`src/rtl/bus_uart_pkg.sv`:
```
`default_nettype none
// ============================================================================
//  Module   : bus_uart_pkg
//  Purpose  : Shared definitions for the memory-mapped UART transmitter:
//             register offsets, STATUS bit positions and the TX FSM states.
//  Revision : 1.0  initial release
// ============================================================================
package bus_uart_pkg;

    // Word offsets decoded from bus_addr[1:0]
    localparam logic [1:0] REG_DATA    = 2'd0;
    localparam logic [1:0] REG_STATUS  = 2'd1;
    localparam logic [1:0] REG_DIVISOR = 2'd2;

    // STATUS register bit positions
    localparam int ST_FULL      = 0;
    localparam int ST_BUSY      = 1;
    localparam int ST_OVF       = 2;
    localparam int ST_COUNT_LSB = 16;

    typedef enum logic [1:0] {
        IDLE  = 2'd0,
        START = 2'd1,
        DATA  = 2'd2,
        STOP  = 2'd3
    } uart_state_t;

endpackage
`default_nettype wire

```
`src/rtl/sync_fifo.sv`:
```
`default_nettype none
// ============================================================================
//  Module   : sync_fifo
//  Purpose  : Single-clock FIFO with show-ahead read data.
//  Ports    : clock, reset     - clock and synchronous active-high reset
//             push, push_data  - write request (ignored when full)
//             pop, pop_data    - read request (ignored when empty); pop_data
//                                always presents the oldest entry
//             full, empty      - occupancy flags
//             count            - number of stored entries (0..DEPTH)
//  Revision : 1.0  initial release
// ============================================================================
module sync_fifo #(
    parameter int WIDTH = 8,
    parameter int DEPTH = 16
) (
    input  logic                     clock,
    input  logic                     reset,
    input  logic                     push,
    input  logic [WIDTH-1:0]         push_data,
    input  logic                     pop,
    output logic [WIDTH-1:0]         pop_data,
    output logic                     full,
    output logic                     empty,
    output logic [$clog2(DEPTH):0]   count
);

    localparam int AW = $clog2(DEPTH);
    localparam logic [AW:0] c_full_count = (AW+1)'(DEPTH);

    logic [WIDTH-1:0] r_mem [DEPTH];
    logic [AW-1:0]    r_wr_ptr;
    logic [AW-1:0]    r_rd_ptr;
    logic [AW:0]      r_count;
    logic             w_push;
    logic             w_pop;

    // Fullness is judged on the pre-edge count, so a same-edge pop never
    // makes room for a push.
    assign w_push   = push & ~full;
    assign w_pop    = pop & ~empty;
    assign full     = (r_count == c_full_count);
    assign empty    = (r_count == '0);
    assign count    = r_count;
    assign pop_data = r_mem[r_rd_ptr];

    // Pointers wrap naturally because DEPTH is a power of two.
    always_ff @(posedge clock) begin
        if (reset) begin
            r_wr_ptr <= '0;
            r_rd_ptr <= '0;
            r_count  <= '0;
        end else begin
            if (w_push) r_wr_ptr <= r_wr_ptr + 1'b1;
            if (w_pop)  r_rd_ptr <= r_rd_ptr + 1'b1;
            case ({w_push, w_pop})
                2'b10:   r_count <= r_count + 1'b1;
                2'b01:   r_count <= r_count - 1'b1;
                default: r_count <= r_count;
            endcase
        end
    end

    // Storage needs no reset: entries are only visible via the pointers.
    always_ff @(posedge clock) begin
        if (w_push) r_mem[r_wr_ptr] <= push_data;
    end

endmodule
`default_nettype wire

```
`src/rtl/bus_uart_tx.sv`:
```
`default_nettype none
// ============================================================================
//  Module   : bus_uart_tx
//  Purpose  : Memory-mapped 8N1 UART transmitter on the CPU data bus.
//             Bytes written to DATA are queued in a TX FIFO and serialised
//             LSB first on uart_tx; STATUS and DIVISOR let firmware poll
//             and set the bit rate (bit period = divisor + 1 clocks).
//  Ports    : clock, reset       - clock, synchronous active-high reset
//             bus_addr           - word address, bits [1:0] decoded
//             bus_data_r         - read data, registered one edge after addr
//             bus_data_w         - write data
//             bus_mask_w         - byte-lane write enables
//             bus_write          - write strobe
//             bus_select         - decoder select, qualifies writes only
//             uart_tx            - serial output, idle high
//             irq                - high when FIFO empty and FSM idle
//  Revision : 1.0  initial release
// ============================================================================
module bus_uart_tx #(
    parameter int          DEPTH     = 16,
    parameter logic [15:0] DIV_RESET = 16'd867
) (
    input  logic        clock,
    input  logic        reset,
    input  logic [31:0] bus_addr,
    output logic [31:0] bus_data_r,
    input  logic [31:0] bus_data_w,
    input  logic [3:0]  bus_mask_w,
    input  logic        bus_write,
    input  logic        bus_select,
    output logic        uart_tx,
    output logic        irq
);

    import bus_uart_pkg::*;

    localparam int CW = $clog2(DEPTH) + 1;

    // ------------------------------------------------------------------
    // Bus decode
    // ------------------------------------------------------------------
    logic [1:0]    w_addr;
    logic          w_wr_en;
    logic          w_data_wr;
    logic          w_push;
    logic          w_ovf_set;
    logic          w_ovf_clr;
    logic          w_div_wr;
    logic          w_unused;

    logic [15:0]   r_divisor;
    logic          r_overflow;

    logic [7:0]    w_fifo_data;
    logic          w_full;
    logic          w_empty;
    logic [CW-1:0] w_count;
    logic          w_pop;
    logic          w_busy;
    logic [31:0]   w_status;

    assign w_addr    = bus_addr[1:0];
    assign w_wr_en   = bus_write & bus_select;
    assign w_data_wr = w_wr_en & (w_addr == REG_DATA) & bus_mask_w[0];
    assign w_push    = w_data_wr & ~w_full;
    assign w_ovf_set = w_data_wr & w_full;
    assign w_ovf_clr = w_wr_en & (w_addr == REG_STATUS) & bus_mask_w[0]
                     & bus_data_w[ST_OVF];
    assign w_div_wr  = w_wr_en & (w_addr == REG_DIVISOR);

    // Bus bits with no decoded meaning.
    assign w_unused  = ^{bus_addr[31:2], bus_data_w[31:16], bus_mask_w[3:2]};

    always_ff @(posedge clock) begin
        if (reset) begin
            r_divisor  <= DIV_RESET;
            r_overflow <= 1'b0;
        end else begin
            if (w_div_wr & bus_mask_w[0]) r_divisor[7:0]  <= bus_data_w[7:0];
            if (w_div_wr & bus_mask_w[1]) r_divisor[15:8] <= bus_data_w[15:8];
            if (w_ovf_set)      r_overflow <= 1'b1;
            else if (w_ovf_clr) r_overflow <= 1'b0;
        end
    end

    // ------------------------------------------------------------------
    // TX FIFO
    // ------------------------------------------------------------------
    sync_fifo #(
        .WIDTH (8),
        .DEPTH (DEPTH)
    ) u_fifo (
        .clock     (clock),
        .reset     (reset),
        .push      (w_push),
        .push_data (bus_data_w[7:0]),
        .pop       (w_pop),
        .pop_data  (w_fifo_data),
        .full      (w_full),
        .empty     (w_empty),
        .count     (w_count)
    );

    // ------------------------------------------------------------------
    // Transmit FSM
    // ------------------------------------------------------------------
    uart_state_t r_state,   w_state_nx;
    logic [7:0]  r_shift,   w_shift_nx;
    logic [2:0]  r_bit_cnt, w_bit_cnt_nx;
    logic [15:0] r_timer,   w_timer_nx;
    logic        r_tx,      w_tx_nx;
    logic        w_bit_end;

    always_ff @(posedge clock) begin
        if (reset) begin
            r_state   <= IDLE;
            r_shift   <= '0;
            r_bit_cnt <= '0;
            r_timer   <= '0;
            r_tx      <= 1'b1;
        end else begin
            r_state   <= w_state_nx;
            r_shift   <= w_shift_nx;
            r_bit_cnt <= w_bit_cnt_nx;
            r_timer   <= w_timer_nx;
            r_tx      <= w_tx_nx;
        end
    end

    // The timer counts down from the divisor sampled at the start of each
    // bit, so a divisor write mid-bit only changes the following bits.
    always_comb begin
        w_state_nx   = r_state;
        w_shift_nx   = r_shift;
        w_bit_cnt_nx = r_bit_cnt;
        w_timer_nx   = r_timer;
        w_tx_nx      = r_tx;
        w_pop        = 1'b0;
        w_bit_end    = (r_timer == 16'd0);

        case (r_state)
            IDLE: begin
                if (!w_empty) begin
                    w_pop      = 1'b1;
                    w_state_nx = START;
                    w_shift_nx = w_fifo_data;
                    w_timer_nx = r_divisor;
                    w_tx_nx    = 1'b0;
                end
            end

            START: begin
                if (w_bit_end) begin
                    w_state_nx   = DATA;
                    w_tx_nx      = r_shift[0];
                    w_shift_nx   = {1'b0, r_shift[7:1]};
                    w_bit_cnt_nx = 3'd0;
                    w_timer_nx   = r_divisor;
                end else begin
                    w_timer_nx = r_timer - 16'd1;
                end
            end

            DATA: begin
                if (w_bit_end) begin
                    w_timer_nx = r_divisor;
                    if (r_bit_cnt == 3'd7) begin
                        w_state_nx = STOP;
                        w_tx_nx    = 1'b1;
                    end else begin
                        w_tx_nx      = r_shift[0];
                        w_shift_nx   = {1'b0, r_shift[7:1]};
                        w_bit_cnt_nx = r_bit_cnt + 3'd1;
                    end
                end else begin
                    w_timer_nx = r_timer - 16'd1;
                end
            end

            STOP: begin
                if (w_bit_end) begin
                    // Back-to-back frames: go straight to the next start bit.
                    if (!w_empty) begin
                        w_pop      = 1'b1;
                        w_state_nx = START;
                        w_shift_nx = w_fifo_data;
                        w_timer_nx = r_divisor;
                        w_tx_nx    = 1'b0;
                    end else begin
                        w_state_nx = IDLE;
                    end
                end else begin
                    w_timer_nx = r_timer - 16'd1;
                end
            end

            default: begin
                w_state_nx = IDLE;
                w_tx_nx    = 1'b1;
            end
        endcase
    end

    assign w_busy  = (r_state != IDLE) | ~w_empty;
    assign irq     = ~w_busy;
    assign uart_tx = r_tx;

    // ------------------------------------------------------------------
    // Registered read port: reflects register state before this edge.
    // ------------------------------------------------------------------
    always_comb begin
        w_status                      = '0;
        w_status[ST_FULL]             = w_full;
        w_status[ST_BUSY]             = w_busy;
        w_status[ST_OVF]              = r_overflow;
        w_status[ST_COUNT_LSB +: CW]  = w_count;
    end

    always_ff @(posedge clock) begin
        if (reset) begin
            bus_data_r <= '0;
        end else begin
            case (w_addr)
                REG_STATUS:  bus_data_r <= w_status;
                REG_DIVISOR: bus_data_r <= {16'd0, r_divisor};
                default:     bus_data_r <= '0;
            endcase
        end
    end

endmodule
`default_nettype wire

```
`config.mk`:
```
export PLATFORM = sky130hd
export DESIGN_NAME = bus_uart_tx
export DESIGN_NICKNAME = d
export VERILOG_FILES = /design/src/rtl/bus_uart_pkg.sv /design/src/rtl/sync_fifo.sv /design/src/rtl/bus_uart_tx.sv
export SDC_FILE = /design/constraint.sdc
export NUM_CORES = 1
export LEC_CHECK = 0
export CORE_MARGIN = 3
export CORE_UTILIZATION = 41
export CTS_CLUSTER_SIZE = 12
export DETAILED_ROUTE_END_ITERATION = 12
export DONT_BUFFER_PORTS = 1
export GPL_TIMING_DRIVEN = 0
export SETUP_SLACK_MARGIN = 0.15
export SLEW_MARGIN = 30
export SYNTH_ARGS = -nofsm -noshare
export SYNTH_HDL_FRONTEND = slang
export SYNTH_SLANG_ARGS = --single-unit
```
`constraint.sdc`:
```
create_clock -name clock -period 5.7 [get_ports clock]
set_input_delay 0.285 -clock clock [delete_from_list [all_inputs] [get_ports clock]]
set_output_delay 0.285 -clock clock [all_outputs]
set_load 0.01 [all_outputs]
```
==> summary.md, run 1 <==
| Metric | Value |
|---|---|
| Status | `completed` |
| CTS sink count | `213` |
| Largest net degree at the start of global routing | `19` |
| Seq cells post-synth | `213` |
| Final ANT Viol Nets | `0` |
| Startpoint types | `flop` |
| PortBufs | `0` |
| Power Internal | `3.30 mW` |
| Logic pwr share | `37.4%` |
| Sequential area share after synthesis | `60.0%` |
| Initial core utilization | `42.0%` |
| Asr flop ratio synth | `0%` |
| Reg clk slew, reported paths | `0.06 ns` |
| Crit-path max FO | `9` |
| Crit-path cells | `inv_1, ha_1, nor3b_1, and4_1, buf_2, a21oi_1, nor3_2, ha_1, clkbuf_1, xor2_1, ha_1, clkbuf_1, nor4_1, a32oi_1, nand3_1, nor3_1, nand3b_1` |
| Nets | `868` |
| Synthesis warning total | `0` |
| Top-area cell type share of the netlist area | `41.6%` |
| R2R cell count | `17` |
| Total number of vias | `6079` |
| Worst Path Arrival | `4.09 ns` |
| Worst Hold Depth | `2` |
| DRT Pass-1 Iters | `5` |
| Die Height | `156 um` |
| Clk pwr share | `26.6%` |
| Clock Latency Late Sink | `0.52 ns` |
| Share of layout cells above drive strength 1 | `15.2%` |
| Crit Path Category | `flop to flop` |
| Vias in the first global route | `6069` |
| CTS tree | `built` |
| Cell Count, Final, Fillers Out | `1070` |
| Maximum buffer depth of the clock tree | `3` |
| WL per Instance | `19.8 um` |
| Multi-input logic area | `0.00342 mm^2` |
| Top post-synthesis cells by count | `edfxtp_1 (128), dfxtp_1 (85), nand2_1 (80)` |
| Initial antenna violation count | `0` |
| Cell Rows | `54` |
| Final min period | `3.63 ns` |
| Post-CTS Resized | `0` |
| Power density cells | `492 mW/mm^2` |
| DRT iter0 DRCs | `494` |
| Worst Max-Slew Pin Slew | `0.891 ns` |
| Die ar. | `0.0244 mm^2` |
| I/O pin total | `106` |
| Final core utilization | `47.7%` |
| Most numerous cell in the Yosys netlist | `edfxtp_1` |
| Post-synthesis cell type count | `61` |
| Ant. Diodes | `0` |
| TritonCTS Buffers | `23` |
| Sequential share of power | `36.0%` |
| Max Cap Violations | `0` |
| First-pass GRT wire length | `32.7 mm` |
| Worst IR Drop VDD | `0.000238 V` |
| RSZ-0062 raised after global routing | `no` |
| Cells taking the most area after synthesis | `edfxtp_1 (42%), dfxtp_1 (18%), mux4_2 (9.7%), nand2_1 (3.2%), ha_1 (2.4%)` |
| Final period util | `63.6%` |
| Post-CTS Hold Fix Bufs | `17` |
| Placer Congestion | `0.844` |
| Post-Syn Area | `0.00925 mm^2` |
| Area leader, netlist | `edfxtp_1` |
| Setup TNS | `0 ns` |
| Worst slew margin | `40.4%` |
| Max stage delay cell, worst path | `dfxtp_1` |
| DPL Wire Length | `14.6 mm` |
| Switching pwr | `1.88 mW` |
| Static Leak | `3.64 nW` |
| Fmax achieved | `276 MHz` |
| Dpl cells | `1016` |
| Drt total wl | `21.1 mm` |
| Pins Over Slew Limit | `0` |
| Vias per Instance | `5.68` |
| Crit path required time | `6.16 ns` |
| GR Util All Layers | `17.2%` |
| Setup violators final | `0` |
| CP max stage delay | `0.37 ns` |
| Most used cell, CP | `ha_1` |
| CORE AREA | `0.0220 mm^2` |
| Filler Cell Count | `1931` |
| Post-synth top flop | `edfxtp_1` |
| Seq. cell area | `0.00555 mm^2` |
| Synth-to-Final Area Change | `13.7%` |
| Clock skew | `0.0110 ns` |
| Setup crit end kind | `flop` |
| Fin. Hold Viols | `0` |
| Total gr overflow | `0` |
| Post-synth EDFFs | `128` |
| CTS Root Cell | `clkbuf_16` |
| Residual DRC | `0` |
| Post-CTS setup buffers | `0` |
| Synthesized netlist cell count | `726` |
| Synthesized area per cell | `12.7 um^2` |
| Sw Ratio | `36.3%` |
| H-tree Lvls | `1` |
| HP Class | `primary input to flop` |
| Die Wd | `156 um` |
-- worst paths after layout --
path	startpoint	endpoint	slack (ns)
hold / removal	reset	bus_data_r[18]	0.01
setup / recovery	r_timer[0]	u_fifo.count[4]	2.07
setup reg to reg	r_timer[0]	u_fifo.count[4]	2.07
hold reg to reg	r_overflow	r_overflow	0.47
-- logic make-up (layout without fill, tap and decap cells) --
group	Yosys count	after routing	synth area share, %
fa+ha+maj	18	18	2.44
compound gates	128	128	8.87
buf+inv	71	125	3.68
other cells	1	11	0.0405
xor+xnor	18	18	1.70
mux	51	51	11.0
flops	213	213	60.0
simple gates	226	226	12.3
-- sequential cells by signal (all words and copies together) (netlist names), named ones only --
register         count
r_divisor           16
u_fifo.count         5
u_fifo.r_wr_ptr      4
u_fifo.r_rd_ptr      4
r_bit_cnt            3
r_overflow           1
bus_data_r          21
uart_tx              1
r_shift              8
u_fifo.r_mem       128
r_timer             16
r_state              2
-- cell type report --
class                      count  area share (%)
buffer                        54            2.63
clock buffer                  30            5.82
clock inverter                 7           0.702
inverter                      17           0.607
multi-input combinational    452            32.5
sequential                   213            52.7
tap                          280            3.33
timing repair buffer          17            1.62
-- power by group through the flow --
| stage | Clock, mW | Sequential (mW) | Combinational (mW) |
|---|---|---|---|
| 6_report | 1.38 | 1.86 | 1.94 |
| 3_5_place_dp | 0 | 1.89 | 1.88 |
| 5_1_grt | 1.48 | 1.87 | 2.12 |
| 4_1_cts | 1.40 | 1.86 | 1.91 |
| 2_1_floorplan | 0 | 1.86 | 1.47 |
| 3_3_place_gp | 0 | 1.88 | 1.83 |
-- metrics by stage --
| step | power (mW) | instance area (um^2) | hold slack [ns] | setup slack (ns) |
|---|---|---|---|---|
| after floorplan | 3.32 | 9290 | 0.384 | 2.69 |
| after global placement | 3.71 | 9640 | 0.385 | 2.22 |
| after detailed placement | 3.77 | 9660 | 0.385 | 2.16 |
| after CTS | 5.18 | 10500 | 0.00575 | 2.11 |
| after global routing | 5.47 | 10500 | 0.0122 | 1.78 |
| final | 5.18 | 10500 | 0.0135 | 2.07 |
-- critical path, delay by kind of cell, from the launching register on --
family	cells	cell delay [ns]
xor+xnor	1	0.19
buf+inv	4	0.83
fa+ha+maj	3	0.57
compound gates	2	0.38
simple gates	7	1.22
flops	1	0.37
-- placed cells by master, fill, tap and decap left out, types with 20 or more instances in the layout --
cell and instances:
nand2_1 80, nor2_1 52, and2_1 20, clkbuf_1 30
a21oi_1 39, o21ai_0 30, clkbuf_16 23, edfxtp_1 128
mux4_2 40, dfxtp_1 85
-- routing by layer --
metal	global-route usage (%)	part of all wire, %	up-vias
met5	0	0	-
met1	22.6	43	2996
met3	3.33	6.6	54
met2	28.6	48	234
met4	6.17	3.3	0
li1	-	-	2795
Power figures use the tool's default switching activity.
==> run 2, diff against run 1 <==
clock period = 3.05 ns   (was 5.7 ns; I/O delays follow)
==> summary.md, run 2 (synthesized netlist as in run 1, its figures left out) <==
| Metric | Value |
|---|---|
| Status | `completed` |
| CTS sink count | `213` |
| CTS tree | `built` |
| CTS Root Cell | `clkbuf_16` |
| Pre-CTS setup slack | `-0.234 ns` |
| Final core utilization | `49.1%` |
| Worst slew margin | `33.1%` |
| TritonCTS Buffers | `23` |
| Biggest register | `u_fifo.r_mem` |
| Cell Rows | `54` |
| Worst Max-Slew Pin Slew | `0.997 ns` |
| Maximum buffer depth of the clock tree | `3` |
| Die Wd | `156 um` |
| Placed Area | `0.00966 mm^2` |
| HP Class | `primary input to flop` |
| Setup TNS | `0 ns` |
| Fin. Hold Viols | `0` |
| Max reg flops | `128` |
| Crit Path Category | `flop to flop` |
| Critical Path Start | `r_timer[3]` |
| Crit path buf inv count | `3` |
| Final ANT Viol Nets | `0` |
| Startpoint types | `flop` |
| Ant. Diodes | `0` |
| Vias per Instance | `5.61` |
| Finished Cell Area | `0.0108 mm^2` |
| RSZ-0062 raised after global routing | `yes` |
| Synth-to-Final Area Change | `16.8%` |
| Overall Power | `10.2 mW` |
| Worst IR Drop VDD | `0.000527 V` |
| Crit path required time | `3.50 ns` |
| Die ar. | `0.0244 mm^2` |
| Total number of vias | `6072` |
| GR Util All Layers | `17.6%` |
| Clock skew | `0.00674 ns` |
| Max stage delay cell, worst path | `dfxtp_1` |
| Final min period | `2.81 ns` |
| Most used cell, CP | `buf_8` |
| WL per Instance | `20.0 um` |
| Worst Path Arrival | `3.27 ns` |
| Static Leak | `3.76 nW` |
| Share of layout cells above drive strength 1 | `19.3%` |
| Reg clk slew, reported paths | `0.06 ns` |
| Most common cell after layout, fill and taps aside | `edfxtp_1` |
| Drt total wl | `21.6 mm` |
| Setup violators final | `0` |
| Largest regs | `u_fifo.r_mem x128, bus_data_r x21` |
| PortBufs | `0` |
| CORE AREA | `0.0220 mm^2` |
| Placer Congestion | `0.838` |
| Max Cap Violations | `0` |
| Most frequent cells in the layout | `edfxtp_1 (128), nand2_1 (80), dfxtp_1 (78), nor2_1 (52), mux4_2 (40)` |
| Final worst slack | `0.236 ns` |
| H-tree Lvls | `1` |
| Die Height | `156 um` |
| Vias in the first global route | `5951` |
| DPL Wire Length | `14.5 mm` |
| CP max stage delay | `0.37 ns` |
| DRT Pass-1 Iters | `4` |
| Initial core utilization | `42.0%` |
| Nets | `880` |
| Largest delay share family, worst path | `simple AND/OR/NAND/NOR gates` |
| Worst path depth | `15` |
| Final period util | `92.3%` |
| First-pass GRT wire length | `33.6 mm` |
| DRT iter0 DRCs | `429` |
| Crit-path cells | `nor4_2, and4_1, buf_6, a21oi_4, nor3_4, ha_4, buf_8, xor2_1, ha_2, buf_8, nor4_4, a32oi_2, nand3_1, nor3_2, nand3b_1` |
| Largest net degree at the start of global routing | `19` |
| Crit-path max FO | `7` |
| Pins Over Slew Limit | `0` |
| Worst Hold Depth | `3` |
| Residual DRC | `0` |
| Total gr overflow | `0` |
| I/O pin total | `106` |
| Reg2Reg Launch Point | `r_timer[3]` |
| Hold Crit Start | `bus_mask_w[0]` |
| Initial antenna violation count | `0` |
| Power density cells | `948 mW/mm^2` |
| Fmax achieved | `355 MHz` |
| Setup crit end kind | `flop` |
| Clock Latency Late Sink | `0.51 ns` |
| R2R cell count | `15` |
-- run 2: routing by layer --
metal,wire length (um),GRT usage [%],vias up,part of all wire [%]
li1,-,-,2814,-
met5,0,0,-,0
met4,668,5.79,0,3.1
met2,10300,29.1,186,47
met1,9460,23.8,3025,44
met3,1220,3.02,47,5.6
-- run 2: cell type report --
| class | count | area [um^2] |
|---|---|---|
| buffer | 54 | 314 |
| clock buffer | 31 | 626 |
| clock inverter | 6 | 71.3 |
| fill | 1901 | 11200 |
| inverter | 17 | 63.8 |
| multi-input combinational | 452 | 3540 |
| sequential | 213 | 5560 |
| tap | 280 | 350 |
| timing repair buffer | 29 | 278 |
-- run 2: final timing paths --
check,endpoint,slack (ns)
hold / removal,r_overflow,0.03
setup / recovery,u_fifo.count[4],0.24
hold reg to reg,r_overflow,0.48
setup reg to reg,u_fifo.count[4],0.24
-- run 2: repair_timing --
| action | in CTS | in global routing |
|---|---|---|
| gates resized for setup | 21 | 19 |
| endpoints found under the hold margin | 152 | 0 |
| endpoints found under the setup margin | 3 | 3 |
| hold buffers | 17 | 0 |
| pin swaps | 5 | 9 |
| gates cloned | 0 | 1 |
| buffers inserted | 4 | 7 |
-- run 2: metrics by stage --
step | std cells | hold WS, ns
floorplan | 736 | 0.251
global placement | 1016 | 0.252
CTS | 1074 | 0.00260
finish | 1082 | 0.0254
global route | 1082 | 0.0282
detailed placement | 1016 | 0.252
-- run 2: power breakdown --
group,internal [mW],total [mW],switching (mW)
Combinational,1.79,4.13,2.34
Sequential,3.27,3.51,0.244
Clock,1.52,2.60,1.08
Total,6.58,10.2,3.66
-- run 2: worst register-to-register path, stage by stage (launching register included) --
cell,delay (ns)
dfxtp_1,0.37
nor4_2,0.35
and4_1,0.25
buf_6,0.13
a21oi_4,0.06
nor3_4,0.17
ha_4,0.17
buf_8,0.10
xor2_1,0.15
ha_2,0.20
buf_8,0.12
nor4_4,0.04
a32oi_2,0.21
nand3_1,0.12
nor3_2,0.19
nand3b_1,0.11
